===== src/rtl/hazard_sequencer_if.sv =====
// Hazard sequencer bus: pipeline hazard inputs and the stall/flush/bubble controls.
// The master drives the pipeline-side inputs; the sequencer attaches as slave.
`default_nettype none

interface hazard_sequencer_if #(
  parameter int CNT_W = 16
);
  logic [4:0]       id_rs1_addr;
  logic [4:0]       id_rs2_addr;
  logic             id_uses_rs1;
  logic             id_uses_rs2;
  logic [4:0]       ex_rd_addr;
  logic             ex_mem_read;
  logic             ex_redirect;
  logic             ex_mdu_start;
  logic             mdu_done;
  logic             mem_req;
  logic             mem_ready;
  logic             stall_if;
  logic             stall_id;
  logic             stall_ex;
  logic             stall_mem;
  logic             flush_id;
  logic             bubble_ex;
  logic             bubble_mem;
  logic [1:0]       seq_state;
  logic             mem_timeout;
  logic [CNT_W-1:0] stall_cycles;

  modport master (
    output id_rs1_addr, id_rs2_addr, id_uses_rs1, id_uses_rs2, ex_rd_addr,
           ex_mem_read, ex_redirect, ex_mdu_start, mdu_done, mem_req, mem_ready,
    input  stall_if, stall_id, stall_ex, stall_mem, flush_id, bubble_ex,
           bubble_mem, seq_state, mem_timeout, stall_cycles
  );

  modport slave (
    input  id_rs1_addr, id_rs2_addr, id_uses_rs1, id_uses_rs2, ex_rd_addr,
           ex_mem_read, ex_redirect, ex_mdu_start, mdu_done, mem_req, mem_ready,
    output stall_if, stall_id, stall_ex, stall_mem, flush_id, bubble_ex,
           bubble_mem, seq_state, mem_timeout, stall_cycles
  );
endinterface

`default_nettype wire


===== src/rtl/hazard_sequencer.sv =====
// ===========================================================================
// Module   : hazard_sequencer
// Function : Pipeline hazard sequencer - load-use, redirect, MDU and memory
//            wait stalls, plus memory-timeout flag and stall-cycle counter.
// Revision : 1.0 - initial release
// ===========================================================================
`default_nettype none

module hazard_sequencer #(
  parameter int CNT_W       = 16,
  parameter int MEM_TIMEOUT = 255
) (
  input  wire               clk,
  input  wire               rst_n,
  hazard_sequencer_if.slave bus
);

  localparam int c_wait_w = $clog2(MEM_TIMEOUT + 1);
  localparam logic [c_wait_w-1:0] c_timeout    = c_wait_w'(MEM_TIMEOUT);
  localparam logic [c_wait_w-1:0] c_timeout_m1 = c_wait_w'(MEM_TIMEOUT - 1);

  typedef enum logic [1:0] {
    ST_RUN       = 2'd0,
    ST_MDU_BUSY  = 2'd1,
    ST_MDU_DRAIN = 2'd2
  } state_t;

  state_t              r_state;
  logic [c_wait_w-1:0] r_wait_cnt;
  logic                r_mem_timeout;
  logic [CNT_W-1:0]    r_stall_cycles;

  logic w_mem_hold;
  logic w_load_use;
  logic w_stall_if, w_stall_id, w_stall_ex, w_stall_mem;
  logic w_flush_id, w_bubble_ex, w_bubble_mem;

  assign w_mem_hold = bus.mem_req & ~bus.mem_ready;
  assign w_load_use = bus.ex_mem_read && (bus.ex_rd_addr != 5'd0) &&
                      ((bus.id_uses_rs1 && (bus.id_rs1_addr == bus.ex_rd_addr)) ||
                       (bus.id_uses_rs2 && (bus.id_rs2_addr == bus.ex_rd_addr)));

  always_comb begin
    w_stall_if   = 1'b0;
    w_stall_id   = 1'b0;
    w_stall_ex   = 1'b0;
    w_stall_mem  = 1'b0;
    w_flush_id   = 1'b0;
    w_bubble_ex  = 1'b0;
    w_bubble_mem = 1'b0;
    if (w_mem_hold) begin
      w_stall_if  = 1'b1;
      w_stall_id  = 1'b1;
      w_stall_ex  = 1'b1;
      w_stall_mem = 1'b1;
    end else begin
      case (r_state)
        ST_RUN: begin
          if (bus.ex_mdu_start) begin
            // An op whose result is already back completes without stalling.
            w_stall_if   = ~bus.mdu_done;
            w_stall_id   = ~bus.mdu_done;
            w_stall_ex   = ~bus.mdu_done;
            w_bubble_mem = ~bus.mdu_done;
          end else if (bus.ex_redirect) begin
            w_flush_id  = 1'b1;
            w_bubble_ex = 1'b1;
          end else if (w_load_use) begin
            w_stall_if  = 1'b1;
            w_stall_id  = 1'b1;
            w_bubble_ex = 1'b1;
          end
        end
        ST_MDU_BUSY: begin
          w_stall_if   = ~bus.mdu_done;
          w_stall_id   = ~bus.mdu_done;
          w_stall_ex   = ~bus.mdu_done;
          w_bubble_mem = ~bus.mdu_done;
        end
        default: ; // drain with memory ready: result already held, release
      endcase
    end
  end

  always_ff @(posedge clk or negedge rst_n) begin
    if (!rst_n) begin
      r_state <= ST_RUN;
    end else begin
      case (r_state)
        ST_RUN: begin
          if (!w_mem_hold && bus.ex_mdu_start && !bus.mdu_done) r_state <= ST_MDU_BUSY;
        end
        ST_MDU_BUSY: begin
          if (bus.mdu_done) r_state <= w_mem_hold ? ST_MDU_DRAIN : ST_RUN;
        end
        ST_MDU_DRAIN: begin
          if (!w_mem_hold) r_state <= ST_RUN;
        end
        default: r_state <= ST_RUN;
      endcase
    end
  end

  always_ff @(posedge clk or negedge rst_n) begin
    if (!rst_n) begin
      r_wait_cnt     <= '0;
      r_mem_timeout  <= 1'b0;
      r_stall_cycles <= '0;
    end else begin
      if (w_mem_hold) begin
        if (r_wait_cnt != c_timeout) r_wait_cnt <= r_wait_cnt + 1'b1;
        if (r_wait_cnt >= c_timeout_m1) r_mem_timeout <= 1'b1;
      end else begin
        r_wait_cnt <= '0;
      end
      if (w_stall_if && (r_stall_cycles != {CNT_W{1'b1}})) begin
        r_stall_cycles <= r_stall_cycles + 1'b1;
      end
    end
  end

  assign bus.stall_if     = w_stall_if;
  assign bus.stall_id     = w_stall_id;
  assign bus.stall_ex     = w_stall_ex;
  assign bus.stall_mem    = w_stall_mem;
  assign bus.flush_id     = w_flush_id;
  assign bus.bubble_ex    = w_bubble_ex;
  assign bus.bubble_mem   = w_bubble_mem;
  assign bus.seq_state    = r_state;
  assign bus.mem_timeout  = r_mem_timeout;
  assign bus.stall_cycles = r_stall_cycles;

endmodule

`default_nettype wire


===== src/flat_wrapper.sv =====
// flat-port wrapper written by rule: the top's interface ports become plain ports
module hazard_sequencer_flat 
#(
  parameter int CNT_W       = 16,
  parameter int MEM_TIMEOUT = 255
)
  (clk, rst_n, bus_id_rs1_addr, bus_id_rs2_addr, bus_id_uses_rs1, bus_id_uses_rs2, bus_ex_rd_addr, bus_ex_mem_read, bus_ex_redirect, bus_ex_mdu_start, bus_mdu_done, bus_mem_req, bus_mem_ready, bus_stall_if, bus_stall_id, bus_stall_ex, bus_stall_mem, bus_flush_id, bus_bubble_ex, bus_bubble_mem, bus_seq_state, bus_mem_timeout, bus_stall_cycles);
  hazard_sequencer_if #(.CNT_W(CNT_W)) bus_i ();
  input  wire clk;
  input  wire rst_n;
  input wire logic [$bits(bus_i.id_rs1_addr)-1:0] bus_id_rs1_addr;
  input wire logic [$bits(bus_i.id_rs2_addr)-1:0] bus_id_rs2_addr;
  input wire logic [$bits(bus_i.id_uses_rs1)-1:0] bus_id_uses_rs1;
  input wire logic [$bits(bus_i.id_uses_rs2)-1:0] bus_id_uses_rs2;
  input wire logic [$bits(bus_i.ex_rd_addr)-1:0] bus_ex_rd_addr;
  input wire logic [$bits(bus_i.ex_mem_read)-1:0] bus_ex_mem_read;
  input wire logic [$bits(bus_i.ex_redirect)-1:0] bus_ex_redirect;
  input wire logic [$bits(bus_i.ex_mdu_start)-1:0] bus_ex_mdu_start;
  input wire logic [$bits(bus_i.mdu_done)-1:0] bus_mdu_done;
  input wire logic [$bits(bus_i.mem_req)-1:0] bus_mem_req;
  input wire logic [$bits(bus_i.mem_ready)-1:0] bus_mem_ready;
  output wire logic [$bits(bus_i.stall_if)-1:0] bus_stall_if;
  output wire logic [$bits(bus_i.stall_id)-1:0] bus_stall_id;
  output wire logic [$bits(bus_i.stall_ex)-1:0] bus_stall_ex;
  output wire logic [$bits(bus_i.stall_mem)-1:0] bus_stall_mem;
  output wire logic [$bits(bus_i.flush_id)-1:0] bus_flush_id;
  output wire logic [$bits(bus_i.bubble_ex)-1:0] bus_bubble_ex;
  output wire logic [$bits(bus_i.bubble_mem)-1:0] bus_bubble_mem;
  output wire logic [$bits(bus_i.seq_state)-1:0] bus_seq_state;
  output wire logic [$bits(bus_i.mem_timeout)-1:0] bus_mem_timeout;
  output wire logic [$bits(bus_i.stall_cycles)-1:0] bus_stall_cycles;
  assign bus_i.id_rs1_addr = bus_id_rs1_addr;
  assign bus_i.id_rs2_addr = bus_id_rs2_addr;
  assign bus_i.id_uses_rs1 = bus_id_uses_rs1;
  assign bus_i.id_uses_rs2 = bus_id_uses_rs2;
  assign bus_i.ex_rd_addr = bus_ex_rd_addr;
  assign bus_i.ex_mem_read = bus_ex_mem_read;
  assign bus_i.ex_redirect = bus_ex_redirect;
  assign bus_i.ex_mdu_start = bus_ex_mdu_start;
  assign bus_i.mdu_done = bus_mdu_done;
  assign bus_i.mem_req = bus_mem_req;
  assign bus_i.mem_ready = bus_mem_ready;
  assign bus_stall_if = bus_i.stall_if;
  assign bus_stall_id = bus_i.stall_id;
  assign bus_stall_ex = bus_i.stall_ex;
  assign bus_stall_mem = bus_i.stall_mem;
  assign bus_flush_id = bus_i.flush_id;
  assign bus_bubble_ex = bus_i.bubble_ex;
  assign bus_bubble_mem = bus_i.bubble_mem;
  assign bus_seq_state = bus_i.seq_state;
  assign bus_mem_timeout = bus_i.mem_timeout;
  assign bus_stall_cycles = bus_i.stall_cycles;
  hazard_sequencer #(.CNT_W(CNT_W), .MEM_TIMEOUT(MEM_TIMEOUT)) u_core (.clk(clk), .rst_n(rst_n), .bus(bus_i));
endmodule

===== config.mk =====
export PLATFORM = sky130hd
export DESIGN_NAME = hazard_sequencer_flat
export DESIGN_NICKNAME = d
export VERILOG_FILES = /design/src/rtl/hazard_sequencer_if.sv /design/src/rtl/hazard_sequencer.sv /design/src/flat_wrapper.sv
export SDC_FILE = /design/constraint.sdc
export NUM_CORES = 1
export LEC_CHECK = 0
export CAP_MARGIN = 25
export CORE_ASPECT_RATIO = 0.9
export CORE_MARGIN = 5
export CORE_UTILIZATION = 35
export DETAILED_ROUTE_END_ITERATION = 8
export HOLD_SLACK_MARGIN = 0.12
export PLACE_DENSITY = 0.66
export SLEW_MARGIN = 15
export SYNTH_ARGS = -nofsm -noshare
export SYNTH_HDL_FRONTEND = slang
export SYNTH_SLANG_ARGS = --single-unit

===== constraint.sdc =====
create_clock -name clk -period 1.9 [get_ports clk]
set_input_delay 0.38 -clock clk [delete_from_list [all_inputs] [get_ports clk]]
set_output_delay 0.38 -clock clk [all_outputs]
set_load 0.005 [all_outputs]

==> After elaboration in Yosys (flattened, before gate mapping) <==
Cells that the tools add are included.
{ "op_classes": {"n_addsub": 2, "multipliers": 0, "div": 0, "n_lt_le_gt_ge": 1, "n_eq_ne": 10, "n_shift": 0, "n_mux": 25, "bitwise_logic": 3, "n_reduce_logical": 14} }
{ "ops": {"columns": ["cell", "count"], "rows": [
  ["$add A16 B1 Y16 const B", 1],
  ["$mux W1", 16],
  ["$mux W8", 2],
  ["$ne A16 B16 Y1 const B", 1],
  ["$eq A5 B5 Y1", 2],
  ["$add A8 B1 Y8 const B", 1],
  ["$ge A8 B8 Y1 const B", 1],
  ["$mux W2", 4],
  ["$ne A8 B8 Y1 const B", 1],
  ["$logic_and A1 B1 Y1", 7],
  ["$ne A2 B2 Y1 const B", 3],
  ["$pmux W2 S3", 1],
  ["$reduce_bool A5 Y1", 1],
  ["$pmux W1 S2", 2],
  ["$reduce_and A3 Y1", 1],
  ["$eq A2 B1 Y1 const B", 1],
  ["$eq A2 B2 Y1 const B", 1],
  ["$logic_not A1 Y1", 2],
  ["$logic_not A2 Y1", 1],
  ["$ne A2 B1 Y1 const B", 1],
  ["$not A1 Y1", 2],
  ["$reduce_and A2 Y1", 1],
  ["$and A1 B1 Y1", 1],
  ["$logic_or A1 B1 Y1", 1]
]} }
{ "totals": {"regBits": 27, "latchBits": 0, "mem_bits_rw": 0, "mem_bits_ro": 0, "input_bits": 25, "output_inout_bits": 26, "wordCells": 59, "mem_count": 0} }

==> Depth between registers and ports, before layout <==
Gate-level depths: netlist of the first run.
{ "logic_depth": {"word_depth": 10, "ltp_mapped": 8, "ltp_nobuf": 7} }

==> Least setup slack after synthesis of the first run <==
Ideal clock, no wire load.
{ "synth_timing": {"kind": "input -> output", "startpoint": "input port bus_ex_rd_addr[0]", "endpoint": "output port bus_stall_if", "arrival_ns": 1.591, "t_required_ns": 1.520, "slack_ns": -0.071, "stages": 6, "n_path_buf": 1, "cell_sequence": "or4_1 o21ai_2 nor4b_4 a21oi_4 inv_2 buf_4"} }
{ "synth_between": {"elab_chain_cells": 9, "word_cells_on_any_way": 13, "cone_classes": "eq/ne: 2; mux: 5; reduce/logical: 6"} }
{ "synth_lines": {"columns": ["item", "line", "text"], "rows": [
  ["start: declaration", "flat_wrapper.sv:15", "input wire logic [$bits(bus_i.ex_rd_addr)-1:0] bus_ex_rd_addr;"],
  ["$eq A5 B5 Y1, on equally long branches", "hazard_sequencer.sv:40, hazard_sequencer.sv:41", null],
  ["$logic_and A1 B1 Y1, on equally long branches", "hazard_sequencer.sv:40, hazard_sequencer.sv:41", null],
  ["$logic_or A1 B1 Y1", "hazard_sequencer.sv:40", "((bus.id_uses_rs1 && (bus.id_rs1_addr == bus.ex_rd_addr)) ||"],
  ["$logic_and A1 B1 Y1 (*)", "hazard_sequencer.sv:39", "assign w_load_use = bus.ex_mem_read && (bus.ex_rd_addr != 5'd0) &&"],
  ["$mux W1 (*) (3 in series)", null, null],
  ["$pmux W1 S2 (*)", null, null],
  ["$mux W1 (*)", null, null],
  ["end: declaration", "flat_wrapper.sv:22", "output wire logic [$bits(bus_i.stall_if)-1:0] bus_stall_if;"]
]} }
Every way passes the cells marked *; elsewhere a longest branch is shown, timed or not.

==> Worst setup path after layout of the first run <==
{ "layout_timing": {"startpoint": "input port bus_ex_rd_addr[4]", "endpoint": "output port bus_bubble_ex"} }
{ "layout_between": {"elab_chain_cells": 9, "word_cells_on_any_way": 13, "cone_classes": "eq/ne: 2; mux: 5; reduce/logical: 6"} }
{ "layout_lines": {"columns": ["item", "line", "text"], "rows": [
  ["$eq A5 B5 Y1, on equally long branches", "hazard_sequencer.sv:40, hazard_sequencer.sv:41", null],
  ["$logic_and A1 B1 Y1, on equally long branches", "hazard_sequencer.sv:40, hazard_sequencer.sv:41", null],
  ["$logic_or A1 B1 Y1", "hazard_sequencer.sv:40", null],
  ["$logic_and A1 B1 Y1 (*)", "hazard_sequencer.sv:39", null],
  ["$mux W1 (*)", "hazard_sequencer.sv:68", "end else if (w_load_use) begin"],
  ["$mux W1 (*)", "hazard_sequencer.sv:65", "end else if (bus.ex_redirect) begin"],
  ["$mux W1 (*)", "hazard_sequencer.sv:59", "if (bus.ex_mdu_start) begin"],
  ["$mux W1 (*)", "hazard_sequencer.sv:57", "case (r_state)"],
  ["$mux W1 (*)", "hazard_sequencer.sv:51", "if (w_mem_hold) begin"],
  ["end: declaration", "flat_wrapper.sv:27", "output wire logic [$bits(bus_i.bubble_ex)-1:0] bus_bubble_ex;"]
]} }
Marks and branches as above.

==> results of run 1 <==
[state kept, by name, summed over array words and instances (netlist names)]
register and flops:
u_core.bus.stall_cycles 16, u_core.r_wait_cnt 8, u_core.bus.mem_timeout 1, u_core.bus.seq_state 2
[per-layer routing]
metal  up-vias  wire, µm
li1        714         -
met1       724      1980
met2        36      2460
met3         6       195
met4         0        76
met5         -         0
[worst paths after layout]
check                                               to  slack (ps)
max in group asynchronous         u_core.r_wait_cnt[5]        1170
min                        u_core.bus.stall_cycles[12]         480
min reg2reg                     u_core.bus.mem_timeout         480
max                                      bus_bubble_ex        -190
max reg2reg                u_core.bus.stall_cycles[14]          40
min in group clk                u_core.bus.mem_timeout         480
[synthesized netlist by cell type (2+ instances only)]
| cell | count | area (µm²) |
|---|---|---|
| inv_1 | 4 | 15.0 |
| o21ai_2 | 2 | 17.5 |
| o31ai_1 | 2 | 15.0 |
| a211oi_1 | 2 | 15.0 |
| ha_1 | 3 | 37.5 |
| xor2_1 | 15 | 131 |
| mux2_4 | 2 | 30.0 |
| nor4_1 | 6 | 37.5 |
| nand2b_1 | 2 | 12.5 |
| nand4_1 | 8 | 50.1 |
| nand2_1 | 11 | 41.3 |
| nand3_1 | 5 | 25.0 |
| o21ai_0 | 3 | 15.0 |
| nor2_1 | 12 | 45.0 |
| and3_1 | 3 | 18.8 |
| dfrtp_1 | 27 | 676 |
| xnor2_1 | 12 | 105 |
| nor3_1 | 6 | 30.0 |
| nor3b_1 | 2 | 15.0 |
[worst register-to-register path: stages, from the launching register on]
cell and delay, ps:
dfrtp_1 440, nand4_1 250, nor2_4 190, nand4_1 150
buf_4 210, nor3_4 190, mux2_4 320
[final cells by class]
class                           count  area [µm²]  area share [%]
Multi-Input combinational cell    113        1090            39.5
Tap cell                           60        75.1            2.73
Sequential cell                    27         676            24.6
Clock buffer                        4        45.0            1.64
Timing Repair Buffer               89         843            30.7
Inverter                            5        21.3           0.774
[repair_timing]
action                                  CTS  global route
buffers inserted                          4             6
cloned                                    1             0
endpoints found under the setup margin   23            23
gates resized for setup                  79            45
hold buffers                              0             0
pin swaps                                26            25
[cell families after synthesis]
kind of cell	count (synthesis)
adder cells (fa/ha/maj)	3
multiplexers	3
AO/OA/AOI/OAI	16
flip-flops	27
buffers and inverters	10
XOR/XNOR	27
AND/OR/NAND/NOR	64
[metrics by stage]
step	instances	area (µm²)	worst slack, ps	total power (W)	TNS (ps)
final	298	2750	-191	0.00202	-411
after global routing	298	2750	-224	0.00213	-994
after CTS	292	2540	-205	0.00188	-626
after detailed placement	283	2290	-878	0.00148	-12610
after global placement	283	2290	-847	0.00146	-11940
after floorplan	150	1550	-48.7	0.00103	-96.4
[power breakdown]
part / total [W] / internal (W) / switching, W
Sequential: 0.000801 / 0.000677 / 0.000124
Clock: 0.000328 / 0.000150 / 0.000178
Combinational: 0.000886 / 0.000532 / 0.000355
Total: 0.00202 / 0.00136 / 0.000656
==> impl_metrics.yaml, run 1 <==
run_status:
  status: "finished with violations"
  violations: "negative setup slack"
drt:
  drc: 0
  drt-initial-drc-count: 59
  vias: 1480
  wl_um: 4710
  post_drt_wl_per_cell_um: 15.8
  first_pass_iters: 4
  drtAntennaViolNets: 0
  via_per_inst: 4.97
logic_synthesis:
  synth_fp_nets: 178
  synth_fa_ha_area_share_pct: 2.44
  yosys_warnings: 0
  ys_async_sr_fraction_pct: 100
  synth_xor_area_share_pct: 15.4
  synth-compound-area-share_pct: 7.89
  yosys_most_used_dff: "dfrtp_1"
  synth_cell_type_count: 42
  synthCells: 150
  syn-cell-area_mm2: 0.00154
  synth_edf_count: 0
  seq_area_frac_synth_pct: 43.9
  synth_simple_gate_area_share_pct: 23.8
  synth_mux_area_share_pct: 2.68
  synth_seq_cells: 27
  synth_top_family_by_area: "simple AND/OR/NAND/NOR gates"
  syn_area_per_cell_um2: 10.3
worst_setup_path:
  path_cells: "buf_6, or4_4, o21ai_4, and2b_2, o21a_1, buf_2"
  cp-end-kind: "output port"
  path_buf_inv: 2
  worst-path-max-fanout: 2
  arrival_ps: 1710
  critPathLaunchType: "input pin"
  path_depth: 6
  cp_top_family: "simple AND/OR/NAND/NOR gates"
  crit_type: "in -> out"
  cpMaxStageDelayCell: "or4_4"
  reg2reg_from: "u_core.bus.stall_cycles[5]"
  crit_path_max_incr_delay_ps: 540
  rr_worst_depth: 6
  crit_path_start: "bus_ex_rd_addr[4]"
  cp.required_ps: 1520
timing:
  fin_crit_sh_pct: 110
  min_period_ps: 2090
  slew_viol_final: 0
  clock_skew_ps: 7.17
  finalSetupViolCount: 3
  worst-slew-pin-transition_ps: 349
  whs_ps: 475
  slew_headroom_pct: 76.7
  fmax_mhz: 478
  finalHoldViolations: 0
  rsz0062_at_grt: "true"
  setup_ws_ps: -191
clocking:
  cts_root_buf: "clkbuf_8"
  cts_sinks: 27
  h-tree-depth: 1
  tritoncts: "yes"
  clk_pin_slew_ps: 100
  cts.path.max_buffers: 2
  clkLatencyLatePin_ps: 270
  cts_buffers: 3
global_routing:
  use_met2_pct: 28.9
  grt_max_degree: 28
  grt_busiest_layer: "met2"
  grt.overflow.total: 0
  antenna_found_initial: 0
  use_met3_pct: 1.60
  met1_usage_pct: 18.6
  grt_pass1_wl_um: 7250
  grt_pass1_vias: 1524
  track_usage_pct: 15.6
cells_and_area:
  layout_common_cells: "29 x buf_4, 27 x dfrtp_1, 23 x clkdlybuf4s50_1"
  area.growth.synth_to_final_pct: 78.5
  final.fill_count: 302
  drive_gt1_share_pct: 39.9
  num_antenna_cells: 0
  nNetsFinal: 267
  fin_util_pct: 66.1
  mostFrequentLayoutCell: "buf_4"
hold_path:
  min_path_type: "in -> async"
power:
  power_density_mw_per_mm2: 734
  ir_worst_vdd_uv: 514
  cellLeakagePower_nw: 1.19
flow_run:
  maxCapViolCount: 0
placed_design:
  port-buffer-count: 50
  place_hpwl_um: 3160
  place.gp.congestion: 0.853
floorplan:
  initial_core_util_pct: 37.0
  fp-row-count: 22
  die_w_um: 79.9
  core_area_mm2: 0.00416
  die_area_mm2: 0.00582
  die_h_um: 72.9
  pin_count: 51
Note: power is estimated with default switching activity, not from simulation.
==> run 2, diff against run 1 <==
--- a/config.mk
+++ b/config.mk
@@ -7,7 +7,6 @@
 export LEC_CHECK = 0
 export CAP_MARGIN = 25
 export CORE_ASPECT_RATIO = 0.9
-export CORE_MARGIN = 5
 export CORE_UTILIZATION = 35
 export DETAILED_ROUTE_END_ITERATION = 8
 export HOLD_SLACK_MARGIN = 0.12
==> run 2 against run 1 <==
The flow still finishes with violations (negative setup slack). Critical path depth did not move. Combinational power fell by 16%. Largest power group is now registers. Clock skew fell by 5.2 ps. Sequential share of layout area rose by 2.6 points. Cell count fell by 1.3%. Non-clock buffer count fell by 4. Critical path type unchanged.
==> impl_metrics.yaml, run 2 (synthesis gave the netlist of run 1 again) <==
clocking:
  cts_root_buf: "clkbuf_8"
  tritoncts: "yes"
  cts_sinks: 27
  clk_pin_slew_ps: 90
  h-tree-depth: 1
  cts_buffers: 3
  cts.hold.buffers_added: 0
  cts.path.max_buffers: 2
  clkLatencyLatePin_ps: 270
timing:
  fin_crit_sh_pct: 110
  setup_ws_ps: -183
  slew_headroom_pct: 77.2
  whs_ps: 466
  rsz0062_at_grt: "true"
  finalSetupViolCount: 3
  slew_viol_final: 0
  fin_tns_setup_ps: -372
  clock_skew_ps: 1.99
  fmax_mhz: 480
  min_period_ps: 2080
  worst-slew-pin-transition_ps: 341
  finalHoldViolations: 0
drt:
  drtAntennaViolNets: 0
  drt-initial-drc-count: 63
  first_pass_iters: 4
  via_per_inst: 4.93
  wl_um: 4040
  post_drt_wl_per_cell_um: 13.7
  drc: 0
  vias: 1448
global_routing:
  grt.overflow.total: 0
  track_usage_pct: 18.2
  grt_pass1_wl_um: 6710
  antenna_found_initial: 0
  grt_pass1_vias: 1470
  grt_max_degree: 28
power:
  power.sequential.fraction_pct: 42.2
  switchingPower_w: 0.000576
  power_density_mw_per_mm2: 749
  p_int_w: 0.00129
  clkPwrFrac_pct: 17.6
  pwr-share-comb_pct: 40.2
  switching_share_pct: 30.9
  cellLeakagePower_nw: 1.08
  ir_worst_vdd_uv: 549
cells_and_area:
  multiInputGateArea_um2: 923
  nNetsFinal: 263
  layout_common_cells: "32 x buf_4, 26 x dfrtp_1, 25 x clkdlybuf4s50_1"
  mostFrequentLayoutCell: "buf_4"
  regArea_um2: 677
  final.fill_count: 355
  num_antenna_cells: 0
  drive_gt1_share_pct: 31.6
  largest_reg_flops: 16
  area.growth.synth_to_final_pct: 61.5
  fin_util_pct: 59.8
flow_run:
  maxCapViolCount: 0
floorplan:
  die_area_mm2: 0.00467
  die_h_um: 64.9
  fp-row-count: 22
  die_w_um: 71.9
  core_area_mm2: 0.00416
  pin_count: 51
  initial_core_util_pct: 37.0
worst_setup_path:
  arrival_ps: 1700
  cp-end-kind: "output port"
  cp.required_ps: 1520
  worst-path-max-fanout: 2
  crit_type: "in -> out"
  critPathLaunchType: "input pin"
run_status:
  status: "finished with violations"
  violations: "negative setup slack"
placed_design:
  port-buffer-count: 50
  place_hpwl_um: 2930
  place.gp.congestion: 0.765
  place_ws_ps: -883
hold_path:
  min_path_type: "in -> async"
[run 2: power groups by stage]
stage | combinational, W | sequential, W | clock [W]
floorplan | 0.000222 | 0.000813 | 0
global placement | 0.000667 | 0.000788 | 0
detailed placement | 0.000682 | 0.000798 | 0
CTS | 0.000699 | 0.000788 | 0.000338
global route | 0.000807 | 0.000800 | 0.000367
finish | 0.000748 | 0.000786 | 0.000328
[run 2: per-stage QoR]
stage | total power (W) | instances | cell area (µm²)
4_1_cts | 0.00182 | 291 | 2430
3_5_place_dp | 0.00148 | 285 | 2310
5_1_grt | 0.00197 | 294 | 2480
2_1_floorplan | 0.00103 | 150 | 1550
6_report | 0.00186 | 294 | 2480
3_3_place_gp | 0.00145 | 285 | 2310
[run 2: final cells by class]
type,count,area share [%]
multi-input combinational,113,37.2
sequential,27,27.2
timing repair buffer,85,29.9
inverter,5,0.856
clock buffer,4,1.81
tap,60,3.02
[run 2: worst max-delay path: stages]
cell and delay [ps]:
buf_6 90, or4_4 530, o21ai_4 170, and2b_2 240, o21a_1 170, buf_2 120
[run 2: final timing paths]
path	endpoint	depth (start not counted)	slack [ps]	from
worst min register to register	u_core.bus.mem_timeout	2	480	u_core.bus.mem_timeout
min in group clk	u_core.bus.mem_timeout	2	480	u_core.bus.mem_timeout
worst max-delay path	bus_bubble_ex	6	-180	bus_ex_rd_addr[2]
worst max register to register	u_core.r_wait_cnt[7]	7	100	u_core.r_wait_cnt[1]
worst min-delay path	u_core.bus.stall_cycles[9]	2	470	rst_n
max in group asynchronous	u_core.bus.seq_state[1]	2	1160	rst_n
[run 2: metal layers]
metal | track usage, % | wire, µm
met3 | 3.11 | 266
met2 | 33.0 | 2020
met5 | 0 | 0
met4 | 5.15 | 42
met1 | 22.1 | 1710
[run 2: timing repair]
item / CTS / global route
gates resized for setup: 65 / 12
gates cloned: 0 / 0
pin swaps: 18 / 4
buffers inserted: 2 / 3
setup endpoints to repair: 23 / 23
hold endpoints to repair: 0 / 0
